**src/rtl/pf_lanectrl_pause_arbiter.sv**
```systemverilog
`timescale 1ns/1ps
// Round-robin owner of the lane HS_IO_CLK_PAUSE: one requester at a time, framed by PRE setup and POST recovery.
// Latency: pause 1 cycle after REQ in IDLE, GNT PRE_CYCLES later; release 1 cycle after DONE/REQ drop.
// Backpressure: requesters hold REQ until served; new requests wait through PRE/GRANT/POST. Option: PF_LANECTRL_PAUSE_ARB_TIMEOUT_EN adds a GRANT watchdog.
module pf_lanectrl_pause_arbiter #(
   parameter int NUM_REQ        = 4,
   parameter int PRE_CYCLES     = 4,
   parameter int POST_CYCLES    = 4,
   parameter int TIMEOUT_CYCLES = 255
) (
   input  logic               CLK,
   input  logic               RESET,
   input  logic [NUM_REQ-1:0] REQ,
   input  logic [NUM_REQ-1:0] DONE,
   output logic [NUM_REQ-1:0] GNT,
   output logic               HS_IO_CLK_PAUSE,
   output logic               BUSY,
   output logic               TIMEOUT_ERR
);

   localparam int SELW = (NUM_REQ > 1) ? $clog2(NUM_REQ) : 1;

   localparam logic [1:0] ST_IDLE  = 2'd0;
   localparam logic [1:0] ST_PRE   = 2'd1;
   localparam logic [1:0] ST_GRANT = 2'd2;
   localparam logic [1:0] ST_POST  = 2'd3;

   localparam logic [7:0] PRE_LOAD  = 8'(PRE_CYCLES - 1);
   localparam logic [7:0] POST_LOAD = 8'(POST_CYCLES - 1);
   // Loaded on GRANT entry in every build; only the watchdog build ever looks at it in GRANT.
   localparam logic [7:0] TMO_LOAD  = 8'(TIMEOUT_CYCLES - 1);
   localparam logic [NUM_REQ-1:0] ONE = {{(NUM_REQ-1){1'b0}}, 1'b1};

   logic [1:0]         state_q, state_d;
   logic [7:0]         cnt_q, cnt_d;
   logic [SELW-1:0]    sel_q, sel_d;
   logic [SELW-1:0]    last_q, last_d;
   logic [NUM_REQ-1:0] gnt_q, gnt_d;
   logic               pause_q, pause_d;
   logic               err_q, err_d;
   logic [SELW-1:0]    win;
   logic [SELW-1:0]    cand;
   logic               found;
   logic               sel_req;
   logic               sel_done;

   assign sel_req  = REQ[sel_q];
   assign sel_done = DONE[sel_q];

   // Round-robin winner: first requester above last_q, wrapping around.
   always_comb begin
      win   = last_q;
      cand  = last_q;
      found = 1'b0;
      for (int i = 1; i <= NUM_REQ; i++) begin
         cand = SELW'((int'(last_q) + i) % NUM_REQ);
         if (!found && REQ[cand]) begin
            win   = cand;
            found = 1'b1;
         end
      end
   end

   // Next-state logic for the IDLE/PRE/GRANT/POST sequence and the shared counter.
   always_comb begin
      state_d = state_q;
      cnt_d   = cnt_q;
      sel_d   = sel_q;
      last_d  = last_q;
      gnt_d   = gnt_q;
      pause_d = pause_q;
      err_d   = err_q;
      case (state_q)
         ST_IDLE: begin
            if (|REQ) begin
               sel_d   = win;
               cnt_d   = PRE_LOAD;
               pause_d = 1'b1;
               state_d = ST_PRE;
            end
         end
         ST_PRE: begin
            // Abort takes priority: the requester left before being granted, so
            // the pointer is not advanced and it keeps its turn.
            if (!sel_req) begin
               pause_d = 1'b0;
               cnt_d   = POST_LOAD;
               state_d = ST_POST;
            end else if (cnt_q == 8'd0) begin
               gnt_d   = ONE << sel_q;
               cnt_d   = TMO_LOAD;
               state_d = ST_GRANT;
            end else begin
               cnt_d = cnt_q - 8'd1;
            end
         end
         ST_GRANT: begin
            if (sel_done || !sel_req) begin
               gnt_d   = '0;
               pause_d = 1'b0;
               last_d  = sel_q;
               cnt_d   = POST_LOAD;
               state_d = ST_POST;
            end
`ifdef PF_LANECTRL_PAUSE_ARB_TIMEOUT_EN
            else if (cnt_q == 8'd0) begin
               gnt_d   = '0;
               pause_d = 1'b0;
               last_d  = sel_q;
               err_d   = 1'b1;
               cnt_d   = POST_LOAD;
               state_d = ST_POST;
            end else begin
               cnt_d = cnt_q - 8'd1;
            end
`endif
         end
         default: begin
            if (cnt_q == 8'd0) begin
               state_d = ST_IDLE;
            end else begin
               cnt_d = cnt_q - 8'd1;
            end
         end
      endcase
   end

   // State registers; reset parks the pointer so requester 0 wins first.
   always_ff @(posedge CLK or posedge RESET) begin
      if (RESET) begin
         state_q <= ST_IDLE;
         cnt_q   <= 8'd0;
         sel_q   <= '0;
         last_q  <= SELW'(NUM_REQ - 1);
         gnt_q   <= '0;
         pause_q <= 1'b0;
      end else begin
         state_q <= state_d;
         cnt_q   <= cnt_d;
         sel_q   <= sel_d;
         last_q  <= last_d;
         gnt_q   <= gnt_d;
         pause_q <= pause_d;
      end
   end

`ifdef PF_LANECTRL_PAUSE_ARB_TIMEOUT_EN
   // Sticky watchdog flag, cleared only by reset.
   always_ff @(posedge CLK or posedge RESET) begin
      if (RESET) begin
         err_q <= 1'b0;
      end else begin
         err_q <= err_d;
      end
   end
`else
   assign err_q = 1'b0;
`endif

   assign GNT             = gnt_q;
   assign HS_IO_CLK_PAUSE = pause_q;
   assign BUSY            = (state_q != ST_IDLE);
   assign TIMEOUT_ERR     = err_q;

endmodule
```
**config.mk**
```make
export PLATFORM = sky130hd
export DESIGN_NAME = pf_lanectrl_pause_arbiter
export DESIGN_NICKNAME = d
export VERILOG_FILES = /design/src/rtl/pf_lanectrl_pause_arbiter.sv
export SDC_FILE = /design/constraint.sdc
export NUM_CORES = 1
export LEC_CHECK = 0
export ABC_AREA = 1
export CAP_MARGIN = 20
export CORE_MARGIN = 5
export CORE_UTILIZATION = 45
export DETAILED_ROUTE_END_ITERATION = 10
export PLACE_DENSITY = 0.72
export SLEW_MARGIN = 5
export SYNTH_ARGS = -nofsm -noshare
export SYNTH_HDL_FRONTEND = slang
export SYNTH_SLANG_ARGS = --single-unit
```
**constraint.sdc**
```tcl
create_clock -name CLK -period 1.5 [get_ports CLK]
set_input_delay 0.3 -clock CLK [delete_from_list [all_inputs] [get_ports CLK]]
set_output_delay 0.3 -clock CLK [all_outputs]
set_load 0.005 [all_outputs]
```
# Word-level counts from Yosys, hierarchy flattened
# Cells that the tools add are included.
[totals]
ff_bits = 19
inputBits = 10
out_inout_bits = 7
elab_cells = 86
[op_classes]
add_sub_neg = 5
order_cmp = 5
eq_ne = 9
n_shift = 1
mux = 39
reduce_logical = 21
[op_table]
columns = ["cell", "n"]
rows = [
  ["two-way mux 8 bit", 5],
  ["case mux 8 bit (3 select lines)", 1],
  ["two-way mux 2 bit", 9],
  ["less-than comparator 2 x 3 -> 1 bit, second input constant", 5],
  ["binary-select mux 1 bit (select 2 bit)", 6],
  ["two-way mux 1 bit", 12],
  ["two-way mux 4 bit", 3],
  ["AND reduction 4 bit", 3],
  ["inequality test 2 bit, second input constant", 5],
  ["logical NOT 8 bit", 1],
  ["case mux 4 bit (2 select lines)", 1],
  ["subtractor 8 x 1 -> 8 bit, second input constant", 1],
  ["case mux 2 bit (3 select lines)", 1],
  ["adder 2 x 1 -> 2 bit, second input constant", 2],
  ["adder 2 bit, second input constant", 2],
  ["logical NOT 1 bit", 4],
  ["inequality test 4 x 1 -> 1 bit, second input constant", 1],
  ["AND reduction 2 bit", 2],
  ["nonzero test 2 bit", 2],
  ["nonzero test 4 bit", 1],
  ["OR reduction 4 bit", 1],
  ["<< shifter 1 x 2 -> 4 bit, first input constant", 1],
  ["logical AND 1 bit", 3],
  ["inequality test 3 bit, second input constant", 1],
  ["7 further kinds", 7],
]

# Depth between registers and ports, before layout
# Gate-level depths: netlist of the first run.
[logic_depth]
ltp_word = 13
mapped_depth = 12
ltp_nobuf = 12

# Worst setup path after synthesis of the first run
# No wires, ideal clock.
[synth_path]
path_type = "reg-to-reg"
startpoint = "reg cnt_q[0]"
endpoint = "reg cnt_q[3]"
setup_ns = 0.123
arrival_ns = 1.362
slack_ns = 0.014
stages_incl_launch_ff = 10
synth_period_minus_slack_ns = 1.486
cell_sequence = "dfrtp_1 inv_1 ha_1 inv_1 nor3_1 nand2_2 nor2_1 nand3b_4 buf_12 o21ai_2"
[synth_between]
elab_chain_len = 4
word_cells_on_any_way = 8
cone_classes = "add/sub: 1; eq/ne: 1; mux: 4; reduce/logical: 2"
[synth_rtl]
columns = ["element", "line_no", "source"]
rows = [
  ["from (decl)", "35", "logic [7:0] cnt_q, cnt_d;"],
  ["from (signal assigned)", "139", "cnt_q <= cnt_d;"],
  ["subtractor 8 x 1 -> 8 bit / logical NOT 8 bit (equally long branches)", "-", ""],
  ["two-way mux 8 bit", "89", "end else if (cnt_q == 8'd0) begin"],
  ["two-way mux 8 bit", "85", "if (!sel_req) begin"],
  ["case mux 8 bit (3 select lines)", "73", "case (state_q)"],
]
# Several ways; a longest one is shown, not always the timed one. The select of a mux whose other input is x is not followed.
# A chain may end at the register's enable or synchronous reset.

# Worst setup path after layout of the first run
[layout_path]
startpoint = "reg cnt_q[0]"
endpoint = "reg cnt_q[2]"
# Same word-level chain as after synthesis.

==> results of run 1 <==
==> cells in the mapped netlist, drive strengths merged <==
| cell | instances |
|---|---|
| xor2 | 4 |
| o21ai | 25 |
| nand3 | 20 |
| dfstp | 2 |
| nor4 | 1 |
| conb | 1 |
| nand4 | 1 |
| buf | 5 |
| ha | 6 |
| nand2 | 91 |
| dfrtp | 17 |
| a21oi | 5 |
| nor2 | 13 |
| nand3b | 1 |
| inv | 26 |
| nor3 | 2 |
==> stage by stage <==
step	hold slack, ps	setup WS, ps	util, %	instance area (µm²)	setup TNS, ps
global route	330.7	-177.1	67.34	2247	-2429
finish	314.6	-87.62	67.34	2247	-847.5
detailed placement	482.0	-299.0	58.94	1967	-4495
global placement	474.7	-278.6	58.94	1967	-4153
floorplan	249.7	14.48	-	1546	0
CTS	313.8	-51.66	62.69	2092	-333.0
==> repair_timing <==
| item | 4_1_cts | 5_1_grt |
|---|---|---|
| endpoints found under the setup margin | 18 | 23 |
| endpoints found under the hold margin | 0 | 0 |
| resized for setup | 23 | 39 |
| pin swaps | 4 | 15 |
| setup buffers | 5 | 5 |
==> registers in the layout, indices dropped and copies added (netlist names) <==
register	count
cnt_q	8
GNT	4
last_q	2
sel_q	2
state_q	2
HS_IO_CLK_PAUSE	1
==> layout make-up <==
cell class,instances,area [µm²]
multi-input combinational,170,1056
antenna,1,2.502
tap,46,57.56
sequential,19,479.2
fill,296,1090
inverter,26,105.1
clock inverter,1,5.005
timing repair buffer,59,519.2
clock buffer,3,22.52
==> worst max-delay path: cells and delay by family, from the launching register on <==
family                   cells  cell delay [ps]
adder cells (fa/ha/maj)      1              130
AO/OA/AOI/OAI                1               50
AND/OR/NAND/NOR              5              670
buffers and inverters        3              250
flip-flops                   1              410
==> cells by family (layout without fill, tap and decap cells) <==
family                   Yosys count  in the layout
AO/OA/AOI/OAI                     30             30
XOR/XNOR                           4              4
adder cells (fa/ha/maj)            6              6
buffers and inverters             31             89
flip-flops                        19             19
other                              1              2
AND/OR/NAND/NOR                  129            129
==> routing by layer <==
layer	track usage, %	vias up
met5	0	-
met4	6.700	0
met3	1.459	8
met2	27.41	29
met1	21.92	735
li1	-	813
==> power groups by stage <==
stage	sequential [W]	clock (W)	combinational (W)
2_1_floorplan	0.000829	0	0.00199
5_1_grt	0.000935	0.000296	0.00391
3_5_place_dp	0.000901	0	0.00291
6_report	0.000911	0.000265	0.00353
3_3_place_gp	0.000897	0	0.00285
4_1_cts	0.000899	0.000271	0.00316
==> how the worst max path moves through the flow <==
stage / end / slack, ps / cells after the start
finish: cnt_q[2] / -90 / 10
CTS: cnt_q[2] / -50 / 10
detailed placement: cnt_q[7] / -300 / 7
global placement: cnt_q[7] / -280 / 6
floorplan: cnt_q[3] / 10 / 9
global route: cnt_q[2] / -180 / 10
==> impl_metrics.toml, run 1 <==
[cts]
cts.sink_count = 19
numCtsBuffers = 3
ctsRootBufferMaster = "clkbuf_4"
clock_latency_ps = 300
cts_tree = "built"
cts_hold_buffers = 0
ctsLongestPathBuffers = 2
h-tree-depth = 1
clk_pin_slew_ps = 110

[yosys]
synth_cell_type_count = 30
syn_inst = 220
synth_area_mm2 = 0.001546
synth_xor_area_share_pct = 2.265
muxShareOfSynthArea_pct = 0
synth_compound_area_share_pct = 11.17
yosys.area_share.simple_pct = 40.21
synth_fp_nets = 236
ys_seq_area_share_pct = 30.91
synth_top_family_by_area = "simple AND/OR/NAND/NOR gates"
yosys.area_share.adder_pct = 4.854
postSynthAreaPerCell_um2 = 7.029
synth_area_leaders = "dfrtp_1, nand2_1, nand2_2"
synth_seq_cells = 19
synth.top_cell.area_share_pct = 27.51
synth_top_area_cell = "dfrtp_1"
yosys_warnings = 0

[place]
hpwl_mm = 2.694
port-buffer-count = 15
place_inst = 310
gp_congestion = 0.7970

[grt]
gr-total-overflow = 0
grt_max_degree = 20
grt_first_pass_wirelength_mm = 5.892
grt_pass1_vias = 1404
antenna_found_initial = 1
grt_util_all_layers_pct = 16.51

[die]
dieWidth_um = 68.62
initial_core_util_pct = 46.34
die_y_um = 68.62
ioPinCount = 17
rows = 21
die-area_mm2 = 0.004709
core-area_mm2 = 0.003337

[final_layout]
drive_above_1_share_pct = 45.32
most-common-layout-cells = "nand2_1, buf_4, nand2_2"
area_growth_pct = 45.31
layout_commonest_cell = "nand2_1"
fin_cells = 325
nets = 295

[drt]
route.met3.wl_um = 92
drc = 0
via_count = 1585
routed_wire_length_per_instance_um = 11.78
drt_iter0_drc = 90
drt_wl_total_mm = 3.829
via_per_inst = 4.877
met2_length_mm = 1.955
drt_pass1_iterations = 4
ant_nets = 0
top_layer = "met4"
m1WireLength_mm = 1.679

[sta]
drv_slew = 0
finalSetupViolCount = 16
hold_viol_final = 0
fin_crit_ps = 1588
setup_ws_ps = -87.62
max_freq_mhz = 629.9
finClkSkew_ps = 1.657
rsz0062_at_grt = "yes"
period_share_pct = 105.8

[power_and_ir_drop]
p_sw_w = 0.002258
leakage_nw = 1.188
p_per_area_mw_per_mm2 = 2093
pwr-share-clk_pct = 5.6
intPower_w = 0.002446
power.total_w = 0.004703
switching_share_pct = 48.00
power_frac_seq_pct = 19.4
power_frac_comb_pct = 75.0
ir_drop_v = 0.001170

[worst_setup_path]
worstPathCellList = "inv_2 -> ha_4 -> inv_2 -> nor3_2 -> nand2_2 -> nor2_2 -> nand3b_4 -> buf_12 -> nand2_2 -> o21ai_2"
crit_path_start_kind = "flip-flop"
worst_r2r_endpoint = "cnt_q[2]"
worstPathArrival_ps = 1820
crit_start = "cnt_q[0]"
slowest_stage = "dfrtp_1"
crit_path_end_kind = "flip-flop"
crit_type = "flip-flop to flip-flop"
reg2reg_slack_ps = -90
slowest_delay_ps = 410
ff2ff_path_depth = 10
cp.required_ps = 1740
rr_startpoint = "cnt_q[0]"
cp_max_fo = 8

[run_status]
status = "complete, but fails checks"
violations = "setup timing"

[hold_path]
hold_class = "primary input to async pin"

[flow_run]
drv_cap = 0
No activity file was read; power rests on OpenSTA's default activity.
==> run 2: changes to the inputs <==
--- a/config.mk
+++ b/config.mk
@@ -10,7 +10,7 @@
 export CORE_MARGIN = 5
 export CORE_UTILIZATION = 45
 export DETAILED_ROUTE_END_ITERATION = 10
-export PLACE_DENSITY = 0.72
+export PLACE_DENSITY = 0.69
 export SLEW_MARGIN = 5
 export SYNTH_ARGS = -nofsm -noshare
 export SYNTH_HDL_FRONTEND = slang
==> impl_metrics.toml, run 2 (synthesis results as in run 1) <==
[sta]
period_share_pct = 106.2
max_freq_mhz = 627.8
hold_viol_final = 0
finalSetupViolCount = 16
setup_ws_ps = -92.84
finClkSkew_ps = 13.67
fin_crit_ps = 1593
drv_slew = 0
rsz0062_at_grt = "yes"
whs_ps = 280.9
tns_ps = -732.3

[run_status]
status = "complete, but fails checks"
violations = "setup timing"

[drt]
routed_wire_length_per_instance_um = 11.50
ant_nets = 0
drc = 0
drt_iter0_drc = 57
via_count = 1518
drt_pass1_iterations = 4
via_per_inst = 4.729
drt_wl_total_mm = 3.690

[hold_path]
hold_class = "primary input to async pin"

[final_layout]
area_growth_pct = 44.82
nets = 292
largest_reg_flops = 8
insertedDiodeCount = 0
most-common-layout-cells = "nand2_1, buf_4, nand2_2"
top_register = "cnt_q"
fillerInstances = 301
fin_cells = 321
drive_above_1_share_pct = 44.36
layout_commonest_cell = "nand2_1"

[die]
die-area_mm2 = 0.004709
initial_core_util_pct = 46.34
rows = 21
ioPinCount = 17
core-area_mm2 = 0.003337
dieWidth_um = 68.62
die_y_um = 68.62

[flow_run]
drv_cap = 0

[cts]
cts.sink_count = 19
ctsLongestPathBuffers = 2
clock_latency_ps = 320
cts_hold_buffers = 0
numCtsBuffers = 3
ctsRootBufferMaster = "clkbuf_4"
clk_pin_slew_ps = 130
cts_tree = "built"
h-tree-depth = 1

[place]
hpwl_mm = 2.670
place_inst = 306
port-buffer-count = 15
gp_congestion = 0.7953

[power_and_ir_drop]
ir_drop_v = 0.001127
leakage_nw = 1.158
p_per_area_mw_per_mm2 = 2116

[grt]
gr-total-overflow = 0
grt_first_pass_wirelength_mm = 6.078
antenna_found_initial = 0
grt_util_all_layers_pct = 17.10
grt_pass1_vias = 1391
grt_max_degree = 20

[worst_setup_path]
cp_max_fo = 7
worstPathArrival_ps = 1860
crit_path_end_kind = "flip-flop"
cp.required_ps = 1770
crit_type = "flip-flop to flip-flop"
crit_path_start_kind = "flip-flop"
==> run 2: critical path, cell delays in order, from the launching register on <==
cell	delay, ps
dfstp_2	650
buf_4	140
nand2_1	60
nand2_2	100
nand2_2	80
nand2_4	110
xor2_1	150
nand2_1	70
nand2_1	70
nand2_1	50
nand2_1	50
==> run 2: final timing paths <==
kind	depth (start not counted)	end	startpoint	slack, ps
setup reg to reg	10	sel_q[0]	last_q[0]	-90
hold / removal	3	GNT[2]	RESET	280
hold reg to reg	2	HS_IO_CLK_PAUSE	HS_IO_CLK_PAUSE	500
max in group asynchronous	3	last_q[0]	RESET	950
min in group CLK	2	HS_IO_CLK_PAUSE	HS_IO_CLK_PAUSE	500
setup / recovery	10	sel_q[0]	last_q[0]	-90
==> run 2: area by class of cell <==
type / count / area (µm²) / share of cell area, %
clock buffer: 3 / 22.52 / 1.006
multi-input combinational: 170 / 1072 / 47.88
sequential: 19 / 479.2 / 21.40
inverter: 26 / 107.6 / 4.804
tap: 46 / 57.56 / 2.570
clock inverter: 1 / 7.507 / 0.3352
timing repair buffer: 56 / 493.0 / 22.01
==> run 2: metal layers <==
metal | global-route usage (%) | wire (µm) | share of wire, % | up-vias
li1 | - | - | - | 805
met3 | 2.431 | 97 | 2.6 | 7
met2 | 28.96 | 1952 | 53 | 21
met5 | 0 | 0 | 0 | -
met4 | 5.955 | 66 | 1.8 | 0
met1 | 22.06 | 1573 | 43 | 685
==> run 2: where the power goes <==
group          switching, W  leakage [nW]  internal [W]  total [W]
combinational       0.00193         0.905       0.00162    0.00355
sequential         0.000186         0.239      0.000723   0.000910
clock              0.000183        0.0139      0.000102   0.000285
total               0.00230          1.16       0.00244    0.00474
==> run 2: through the flow <==
step / total power, W / area, µm² / setup WS, ps / util (%)
2_1_floorplan: 0.002817 / 1546 / 14.48 / -
3_3_place_gp: 0.003738 / 1949 / -293.8 / 58.42
3_5_place_dp: 0.003786 / 1949 / -335.8 / 58.42
4_1_cts: 0.004346 / 2091 / -25.69 / 62.65
5_1_grt: 0.005225 / 2240 / -191.9 / 67.12
6_report: 0.004740 / 2240 / -92.84 / 67.12
==> run 2: what timing repair did <==
| action | in CTS | in global routing |
|---|---|---|
| setup buffers | 5 | 6 |
| resized for setup | 32 | 37 |
| pin swaps | 13 | 18 |
| cloned | 0 | 0 |
| setup endpoints to repair | 19 | 20 |
==> variant 1, RTL diff (settings of run 1) <==
Set the parameter `NUM_REQ` to 8 (it was 4).
--- a/src/rtl/pf_lanectrl_pause_arbiter.sv
+++ b/src/rtl/pf_lanectrl_pause_arbiter.sv
@@ -5,3 +5,3 @@
 module pf_lanectrl_pause_arbiter #(
-   parameter int NUM_REQ        = 4,
+   parameter int NUM_REQ        = 8,
    parameter int PRE_CYCLES     = 4,
Ports: changed (resized DONE, GNT and REQ); port bits go from 17 to 29. No check against the original RTL was run, so the function may have changed too.
==> variant 1 against run 1 <==
The flow still finishes with violations (negative setup slack). Wire length is 89% higher. Synthesized area rose by 53%. Design area increased by 63%. Total power rose by 110%. Worst setup slack got worse by 0.61 ns. Count of clock-buffer cells in the layout unchanged. Sequential cell count rose by 6. Synthesized cell count up 58%. First-iteration DRC count shrank 10%. Hold slack gained 0.043 ns. Critical path type unchanged.
==> variant 1: results (changes against run 1) <==
Setup violations, final 25 (was 16); Comb power 0.00819 W (was 0.00353 W); HPWL after DPL 5.094 mm (was 2.694 mm); Synth cell types 44 (was 30); initial antenna violation count 0 (was 1); postcts setup bufs 9 (was 5); invs w/o clock 55 (was 26); run status complete, but fails checks (unchanged); Seq/Total Area, Yosys 0.2663 (was 0.3091); Synth Net Count 372 (was 236); area of the multi-input gates 0.001778 sq mm (was 0.001056 sq mm); buffering overhead 0.2431 (was 0.2311); CP Max Fanout 6 (was 8); Avg Inst Size Synth 6.811 sq um (was 7.029 sq um); synthesis-to-layout area growth 54.84% (was 45.31%); total negative slack -11.21 ns (was -0.8475 ns); WL met2 3.797 mm (was 1.955 mm); GRT met3 Usage 0.03037 (was 0.01459); Int Pwr 0.004888 W (was 0.002446 W); PwrDens 2707 mW/mm^2 (was 2093 mW/mm^2); met2 Track Usage GR 0.4231 (was 0.2741); Clock Skews 0.003106 ns (was 0.001657 ns); WL met1 3.034 mm (was 1.679 mm); setup ws final -0.6983 ns (was -0.08762 ns); top cells by area, synth dfrtp_1 23%, nand2_1 17%, inv_1 6.5% (was dfrtp_1 28%, nand2_1 18%, nand2_2 6.5%); placed insts 497 (was 310); fillcell total 374 (was 296); failing checks negative setup slack (unchanged); flop-to-flop setup slack -0.70 ns (was -0.09 ns)
[variant 1: changes by cell type in the layout (fill, tap and decap cells not counted), sizes merged, moves of 5 or more]
| cell | before | now |
|---|---|---|
| nand4 | 1 | 9 |
| dlygate4sd2 | 0 | 6 |
| o21ai | 25 | 30 |
| dfrtp | 17 | 22 |
| nor2 | 13 | 27 |
| inv | 26 | 54 |
| a21oi | 5 | 11 |
| nand2 | 91 | 120 |
| buf | 44 | 75 |
| clkdlybuf4s50 | 9 | 19 |
| nand3 | 20 | 36 |
[variant 1: tightest hold or removal path: cells and delay by family]
family	cells	cell delay, ns
buffers and inverters	3	0.69
[variant 1: worst min path at each step]
| stage | startpoint | end | slack (ns) |
|---|---|---|---|
| global placement | GNT[6] | GNT[6] | 0.46 |
| floorplan | RESET | GNT[0] | 0.33 |
| CTS | RESET | state_q[1] | 0.37 |
| global route | RESET | GNT[3] | 0.39 |
| detailed placement | GNT[5] | GNT[5] | 0.47 |
| finish | RESET | GNT[3] | 0.36 |
==> variant 2, RTL diff (flow settings as in run 1) <==
Without the edit above. Add a define of `PF_LANECTRL_PAUSE_ARB_TIMEOUT_EN`.
--- a/src/rtl/pf_lanectrl_pause_arbiter.sv
+++ b/src/rtl/pf_lanectrl_pause_arbiter.sv
@@ -4,2 +4,4 @@
 // Backpressure: requesters hold REQ until served; new requests wait through PRE/GRANT/POST. Option: PF_LANECTRL_PAUSE_ARB_TIMEOUT_EN adds a GRANT watchdog.
+`define PF_LANECTRL_PAUSE_ARB_TIMEOUT_EN
+
 module pf_lanectrl_pause_arbiter #(
Function: same outputs for any inputs over 4 cycles, from zero or initial values and one cycle with RESET high; that may be too few to reach the edited logic, so the function may still have changed.
==> variant 2 against run 1 <==
Cell count is 2.8% higher. First-iteration DRC count down 13%. Synthesized area decreased by 2.9%. Wire length up 12%. Sequential cell count is 1 higher. Synthesized cell count did not move. Design area up 6.2%. The flow still finishes with violations (negative setup slack). Total power is 7.2% higher. Count of clock-buffer cells in the layout is 1 higher. Worst setup slack better by 0.038 ns. Highest routed layer unchanged. Sequential power rose by 5.4%.
==> variant 2: results (changes against run 1) <==
clk_lat worst skew 0.30 ns (about the same); Worst-path clk slew 0.11 ns (about the same); Synth cell types 26 (was 30); total track usage 0.1860 (was 0.1651); Peak VDD IR 0.001257 V (was 0.001170 V); CP arrival 1.76 ns (was 1.82 ns); number of port buffers 16 (was 15); FFs w/ async S/R, synth 1.000 (unchanged); largest net degree at the start of global routing 21 (was 20); leak pwr 1.219 nW (was 1.188 nW); hold_ws 0.3153 ns (was 0.3146 ns); Final nets 305 (was 295); Setup violations, final 10 (was 16); maximum clock insertion buffer count 2 (unchanged); diode count 0 (was 1); 1st-iter DRT viols 78 (was 90); fillcell total 241 (was 296); first-pass GRT wire length 6.568 mm (was 5.892 mm); Seq/Total Area, Yosys 0.3350 (was 0.3091); failing checks negative setup slack (unchanged); YS warnings 0 (unchanged); vias in the first global route 1516 (was 1404); number of synthesized flops with an enable pin 0 (unchanged); HPWL after DPL 2.643 mm (was 2.694 mm); Int Pwr 0.002632 W (was 0.002446 W); final WL 4.304 mm (was 3.829 mm); Clock Skews 0.001843 ns (was 0.001657 ns); layout cells sized above 1 0.4653 (was 0.4532); total negative slack -0.2204 ns (was -0.8475 ns); Final GP Congestion 0.9228 (was 0.7970); initial antenna violation count 0 (was 1); setup ws final -0.05002 ns (was -0.08762 ns); DP Worst Slack -0.3070 ns (was -0.2990 ns); run status complete, but fails checks (unchanged); top cells by area, synth dfrtp_1 30%, nand2_1 21%, nand3_1 5.7% (was dfrtp_1 28%, nand2_1 18%, nand2_2 6.5%); CP Max Fanout 4 (was 8); drt first pass iters 4 (unchanged); vias per cell 4.880 (was 4.877); Synth top cells by count 82 x nand2_1, 18 x dfrtp_1, 18 x inv_1, 18 x nor2_1, 17 x nand3_1 (was 74 x nand2_1, 21 x inv_1, 17 x dfrtp_1, 17 x nand3_1, 16 x nand2_2); Worst slew margin 0.8198
variant 2: power groups by stage:
| stage | Clock, W | Combinational, W | Sequential (W) |
|---|---|---|---|
| after floorplan | 0 | 0.00184 | 0.000910 |
| after global placement | 0 | 0.00268 | 0.000980 |
| after detailed placement | 0 | 0.00272 | 0.000977 |
| after CTS | 0.000321 | 0.00331 | 0.000937 |
| after global routing | 0.000339 | 0.00416 | 0.000982 |
| final | 0.000312 | 0.00377 | 0.000960 |
variant 2: metrics by stage:
step,util,area (sq um),cells
final,0.7265,2386,334
after global routing,0.7265,2386,334
after global placement,0.5920,1944,313
after detailed placement,0.5920,1944,313
after CTS,0.6781,2227,329
after floorplan,-,1501,220
variant 2: final timing paths:
path / startpoint / end / depth (start not counted)
worst max-delay path: state_q[1] / cnt_q[6] / 8
worst min-delay path: RESET / cnt_q[4] / 3
worst max register to register: state_q[1] / cnt_q[6] / 8
worst min register to register: TIMEOUT_ERR / TIMEOUT_ERR / 1
max in group asynchronous: RESET / last_q[0] / 3
min in group CLK: TIMEOUT_ERR / TIMEOUT_ERR / 1
variant 2: cells by family after synthesis:
kind of cell | count (synthesis) | synth area share
buffers and inverters | 25 | 0.07416
flip-flops | 20 | 0.3350
AND/OR/NAND/NOR | 134 | 0.3950
AO/OA/AOI/OAI | 28 | 0.1050
adder cells (fa/ha/maj) | 6 | 0.05000
XOR/XNOR | 7 | 0.04083
variant 2: final cells by class:
type                            count  area share
Tap cell                           46     0.02412
Multi-Input combinational cell    175      0.4777
Timing Repair Buffer               66      0.2328
Clock buffer                        4     0.01521
Inverter                           23     0.03828
Sequential cell                    20      0.2119
variant 2: critical path: stages, from the launching register on:
cell and delay, ns:
dfrtp_1 0.42, buf_6 0.13, ha_4 0.16, or2_4 0.25, nor2_4 0.11, a21oi_4 0.09
buf_6 0.14, nor2_2 0.10, a21oi_2 0.04
variant 2: repair_timing:
action	CTS	global route
setup endpoints to repair	22	25
resized for setup	51	44
buffers inserted	12	5
pin swaps	12	19
hold endpoints to repair	0	0
cloned	0	0
variant 2: layer usage:
layer,track usage,routed length [um]
met2,0.3305,2239
met5,0,0
met4,0.04051,53
met1,0.2282,1868
met3,0.03993,142
